`config.mk`:
```
export PLATFORM = sky130hd
export DESIGN_NAME = byte_mem_arbiter
export DESIGN_NICKNAME = d
export VERILOG_FILES = /design/src/rtl/byte_mem_arbiter.sv
export SDC_FILE = /design/constraint.sdc
export NUM_CORES = 1
export LEC_CHECK = 0
export CORE_ASPECT_RATIO = 1.75
export CORE_MARGIN = 1
export CORE_UTILIZATION = 30
export DETAILED_ROUTE_END_ITERATION = 16
export GPL_TIMING_DRIVEN = 1
export MAX_ROUTING_LAYER = met4
export PLACE_DENSITY = 0.65
export SLEW_MARGIN = 20
export SYNTH_ARGS = -nofsm -noshare
export SYNTH_HDL_FRONTEND = slang
export SYNTH_SLANG_ARGS = --single-unit
```
`constraint.sdc`:
```
create_clock -name clk -period 1.69 [get_ports clk]
set_clock_uncertainty 0.05 [all_clocks]
set_input_delay 0.338 -clock clk [delete_from_list [all_inputs] [get_ports clk]]
set_output_delay 0.338 -clock clk [all_outputs]
set_load 0.03 [all_outputs]
```
`src/rtl/byte_mem_arbiter.sv`:
```
// Round-robin arbiter sharing one byte-wide memory port between NUM_REQ requesters,
// with optional ownership lock and tagged routing of fixed-latency read data.
module byte_mem_arbiter #(
  parameter int NUM_REQ      = 2,
  parameter int READ_LATENCY = 2,
  parameter int ADDR_W       = 32
) (
  input  logic                      clk,
  input  logic                      reset,
  input  logic [NUM_REQ-1:0]        req_rd,
  input  logic [NUM_REQ-1:0]        req_wr,
  input  logic [NUM_REQ-1:0]        req_lock,
  input  logic [NUM_REQ*ADDR_W-1:0] req_addr,
  input  logic [NUM_REQ*8-1:0]      req_wr_data,
  output logic [NUM_REQ-1:0]        req_ack,
  output logic [NUM_REQ-1:0]        req_rd_valid,
  output logic [7:0]                req_rd_data,
  output logic                      mem_rd,
  output logic                      mem_wr,
  output logic [ADDR_W-1:0]         mem_addr,
  output logic [7:0]                mem_wr_data,
  input  logic [7:0]                mem_rd_data
);

  localparam int IDX_W = (NUM_REQ > 1) ? $clog2(NUM_REQ) : 1;

  // Handshake: a requester raises rd/wr and holds rd/wr/addr/data stable until
  // req_ack is high in the same cycle; the access is accepted on that edge.
  logic [IDX_W-1:0]  rr_ptr;
  logic [IDX_W-1:0]  owner;
  logic              owner_valid;
  logic [IDX_W-1:0]  grant_idx;
  logic [IDX_W-1:0]  next_ptr;
  logic              grant_any;
  logic              locked;
  logic [NUM_REQ-1:0] active;
  logic [NUM_REQ-1:0] ack;

  logic [READ_LATENCY:0] tag_valid;
  logic [IDX_W-1:0]      tag_idx [0:READ_LATENCY];

  assign active = req_rd | req_wr;
  assign locked = owner_valid && req_lock[owner];

  always_comb begin
    int j;
    j         = 0;
    ack       = '0;
    grant_idx = '0;
    grant_any = 1'b0;
    if (!reset) begin
      if (locked) begin
        // The locked owner may idle; nobody else is served meanwhile.
        if (active[owner]) begin
          grant_any = 1'b1;
          grant_idx = owner;
        end
      end else begin
        for (int k = 0; k < NUM_REQ; k++) begin
          j = int'(rr_ptr) + k;
          if (j >= NUM_REQ) j = j - NUM_REQ;
          if (!grant_any && active[j]) begin
            grant_any = 1'b1;
            grant_idx = IDX_W'(j);
          end
        end
      end
      if (grant_any) ack[grant_idx] = 1'b1;
    end
  end

  assign req_ack  = ack;
  assign next_ptr = (grant_idx == IDX_W'(NUM_REQ - 1)) ? '0 : grant_idx + IDX_W'(1);

  always_ff @(posedge clk) begin
    if (reset) begin
      rr_ptr       <= '0;
      owner        <= '0;
      owner_valid  <= 1'b0;
      mem_rd       <= 1'b0;
      mem_wr       <= 1'b0;
      mem_addr     <= '0;
      mem_wr_data  <= '0;
      tag_valid    <= '0;
      req_rd_valid <= '0;
      req_rd_data  <= '0;
      for (int k = 0; k <= READ_LATENCY; k++) tag_idx[k] <= '0;
    end else begin
      // Read wins when a requester raises both rd and wr.
      mem_rd <= grant_any & req_rd[grant_idx];
      mem_wr <= grant_any & req_wr[grant_idx] & ~req_rd[grant_idx];
      if (grant_any) begin
        rr_ptr      <= next_ptr;
        owner       <= grant_idx;
        owner_valid <= req_lock[grant_idx];
        mem_addr    <= req_addr[grant_idx*ADDR_W +: ADDR_W];
        mem_wr_data <= req_wr_data[grant_idx*8 +: 8];
      end else if (owner_valid && !req_lock[owner]) begin
        owner_valid <= 1'b0;
      end

      // Stage k lines up with k cycles after the strobe; the last stage meets mem_rd_data.
      tag_valid  <= {tag_valid[READ_LATENCY-1:0], grant_any & req_rd[grant_idx]};
      tag_idx[0] <= grant_idx;
      for (int k = READ_LATENCY; k > 0; k--) tag_idx[k] <= tag_idx[k-1];

      req_rd_valid <= '0;
      if (tag_valid[READ_LATENCY]) begin
        req_rd_valid[tag_idx[READ_LATENCY]] <= 1'b1;
        req_rd_data                         <= mem_rd_data;
      end
    end
  end

endmodule

```
==> impl_summary.log <==
INFO  metric synth.largest_area_cell = dfxtp_1
INFO  metric rows = 45
INFO  metric die-width = between 70 and 80 um
INFO  metric worstSkewPairLatency = approximately 320 ps
INFO  metric synth.area.top_cells = dfxtp_1 (44%), o31ai_1 (11%), a31oi_1 (9.1%)
INFO  metric io_pins = 150
INFO  metric n_antenna_cell = 0
INFO  metric syn_inst_count = about 320
INFO  metric post_drt_wl_per_cell = around 17 um
INFO  metric arr_time_crit_path = around 1600 ps
INFO  metric drt-pass1-iter-count = 4
INFO  metric cts.reportedPaths.clkPinSlew = ~50 ps
INFO  metric worstMarginPinSlew = around 490 ps
INFO  metric cellLeakagePower = between 2 and 2.5 nW
INFO  metric power_switching = about 1.5 mW
INFO  metric outcome = finished with violations
INFO  metric unrepaired_setup_endpoints_after_global_routing = yes
INFO  metric worst-path-max-fanout = 3
INFO  metric pin_count_of_the_biggest_net_entering_global_routing = 24
INFO  metric cts_hold_buf = 0
INFO  metric first_global_vias = roughly 3.4k
INFO  metric max-clock-path-buffers = 2
INFO  metric critPathLaunchType = register
INFO  metric critical_path.reg2reg.startpoint = owner$_SDFFE_PP0P_
INFO  metric comb_power_share = 34.0%
INFO  metric worst_hold_path.endpoint = req_rd_valid[0]$_SDFF_PP0_
INFO  metric die_h = roughly 130 um
INFO  metric syn-mean-instance-area = 8.63 um2
INFO  metric die-area = around 0.0096 mm2
INFO  metric cts_bufs_inserted = 9
INFO  metric route.antenna.remaining_nets = 0
INFO  metric area_growth = 90.9%
INFO  metric finalCriticalPeriod = between 1500 and 2000 ps
INFO  metric clock_tree_root_buffer_cell = clkbuf_16
INFO  metric hold-path-cell-count = 1
INFO  metric drt_first_iter_violations = 158
INFO  metric grt_antenna_before_repair = 0
INFO  metric placement_stage_cell_area = around 0.0045 mm2
INFO  metric power.ir.vdd_worst = 0.000551 V
INFO  metric power.share.clock = 33.8%
INFO  metric failing_checks = setup timing
INFO  metric power-per-cell-area = approximately 960 mW/mm2
INFO  metric clock.fmax = between 500 and 600 MHz
INFO  metric buffer_ports.inserted = between 100 and 150
INFO  metric routabilityCongestion = slightly below 0.8
INFO  metric synthesis.nets = around 420
INFO  metric synth.distinct_cells = 30
INFO  metric yosys_warnings = 0
INFO  metric routed_wl = 10800 um
INFO  metric globalRouteOverflowTotal = 0
INFO  metric p_int = about 3.5 mW
INFO  metric setup.reg_to_reg.worst_slack = -180 ps
INFO  metric grt_use_total = 23.5%
INFO  metric drive_gt1_share = a little over a fifth
INFO  metric worstSetupPathType = reg2out
INFO  metric switching_part_of_the_total = a little under a third
INFO  metric reg2reg_to = mem_addr[20]$_SDFFE_PP0P_
INFO  metric route.vias.total = between 3k and 4k
INFO  metric synth_area = 0.00275 mm2
INFO  metric timing.critical_path.to_type = output pin
INFO  metric ctsHtreeMaxLevel = 3
INFO  metric setup-violations-final = 44
INFO  metric nNetsFinal = a little under 600
INFO  metric cts_tree = yes
INFO  metric min_delay_startpoint = tag_idx[0][2]$_SDFF_PP0_
INFO  metric final_slew_violations = 0
INFO  metric finalInstanceArea = approximately 0.0053 mm2
INFO  metric clock_sink_count = 60
INFO  metric crit_required = approximately 1300 ps
INFO  metric hold_class = reg2reg
INFO  metric slew-limit-headroom = 67.0%
INFO  metric seq_area_frac_synth = 43.7%
INFO  metric grt_first_pass_wirelength = between 15000 and 20000 um
INFO  metric drc = 0
INFO  metric design.core.area = ~0.0088 mm2
INFO  metric synthDominantCellAreaShare = between 40% and 50%
INFO  metric layout_worst_path_cycle_share = 115%
INFO  metric final_core_utilization = between 50 and 60%
INFO  metric floorplan.initialDensity = a little under a third
INFO  metric power_frac_seq = about a third
INFO  metric timing.final.ws_setup = -257 ps
INFO  metric maxCapViolations = 0
INFO  metric rr_worst_depth = 8
INFO  metric report.final.hold_viol_count = 0
INFO  metric synth_seq_cells = 60
INFO  metric dp.final_hpwl = between 7000 and 8000 um
INFO  metric avgViaCountPerCell = ~5.3
-- flip-flops by register name, summed over array words and instances (netlist names) --
signal        flops
mem_wr            1
mem_wr_data       8
owner_valid       1
req_rd_data       8
tag_valid         3
tag_idx           3
mem_addr         32
rr_ptr            1
owner             1
req_rd_valid      2
-- repair_timing --
item                       in CTS  in global routing
gates cloned                    6                  0
pin swaps                      52                  3
setup buffers                  16                  2
setup endpoints to repair      95                 47
gates resized for setup       104                  3
-- synth_stat cells --
cell,n
nor2_2,1
a311oi_1,1
nor2_1,16
a21oi_1,4
buf_6,4
a32o_1,1
and2b_1,1
and2b_2,1
nor3b_1,1
o21ba_2,1
clkinv_1,1
a21o_1,1
nand3_1,42
o211ai_1,1
o21ai_0,3
and3_1,2
o21ai_2,1
o21ai_1,41
dfxtp_1,60
nor2b_1,4
mux2_4,1
a211oi_4,1
nand2_1,4
o31ai_1,41
clkbuf_1,15
mux2i_1,9
buf_2,18
a31oi_1,40
a211o_1,1
a21oi_2,2
-- critical path: stages (launching register included) --
cell and delay (ps):
dfxtp_2 340, mux2_4 330, a211oi_4 280, nor2_4 70, nor2_4 80, buf_6 130
-- cell usage in the layout, fill, tap and decap left out, types with 9 or more instances in the layout --
master	instances
nand3_1	42
dlygate4sd2_1	55
buf_4	36
buf_12	9
o21ai_2	20
mux2i_1	9
clkdlybuf4s50_1	89
o31ai_1	41
dfxtp_1	59
clkbuf_16	9
a31oi_1	40
o21ai_1	23
nor2_1	11
-- metal layers --
layer	track usage (%)	vias up	routed length, um
met5	-	-	0
met4	11.7	0	386
met3	3.60	29	445
met2	41.5	146	6010
met1	24.6	1536	3920
li1	-	1582	-
-- final cells by class --
type | instances | area [um2]
clock buffer | 15 | 278
tap | 117 | 146
multi-input combinational | 221 | 1500
inverter | 1 | 3.75
timing repair buffer | 206 | 2120
sequential | 60 | 1200
fill | 791 | 3530
clock inverter | 1 | 5.00
-- how the worst max path moves through the flow --
| stage | startpoint | endpoint | slack (ps) | cells past startpoint |
|---|---|---|---|---|
| 2_1_floorplan | owner$_SDFFE_PP0P_ | req_ack[1] | -140 | 5 |
| 3_3_place_gp | req_lock[1] | req_ack[0] | -480 | 6 |
| 3_5_place_dp | req_lock[1] | mem_addr[2]$_SDFFE_PP0P_ | -510 | 6 |
| 4_1_cts | owner$_SDFFE_PP0P_ | req_ack[1] | -330 | 5 |
| 5_1_grt | owner$_SDFFE_PP0P_ | req_ack[1] | -320 | 5 |
| 6_report | owner$_SDFFE_PP0P_ | req_ack[1] | -260 | 5 |
-- logic make-up (layout without fill, tap and decap cells) --
group	count (synthesis)	count (layout)	share of synthesized area, %
and+or+nand+nor	72	72	12.8
DFF	60	60	43.7
muxes	10	10	3.82
AOI/OAI and AO/OA	139	139	32.6
buffers and inverters	38	223	7.09
-- power by group through the flow --
stage / Combinational [mW] / Sequential (mW) / Clock [mW]
floorplan: 0.523 / 1.87 / 0
global placement: 1.38 / 1.65 / 0
detailed placement: 1.39 / 1.65 / 0
CTS: 1.72 / 1.62 / 1.75
global route: 1.81 / 1.63 / 1.80
finish: 1.71 / 1.62 / 1.70
-- through the flow --
step | cells | worst slack (ps) | TNS [ps] | total power [mW] | hold WS [ps]
floorplan | 319 | -136 | -136 | 2.39 | 339
global placement | 582 | -480 | -19490 | 3.03 | 349
detailed placement | 582 | -510 | -21450 | 3.04 | 356
CTS | 620 | -330 | -8140 | 5.08 | 363
global route | 621 | -324 | -9030 | 5.25 | 380
finish | 621 | -257 | -5290 | 5.04 | 357
Note: power is estimated with default switching activity, not from simulation.
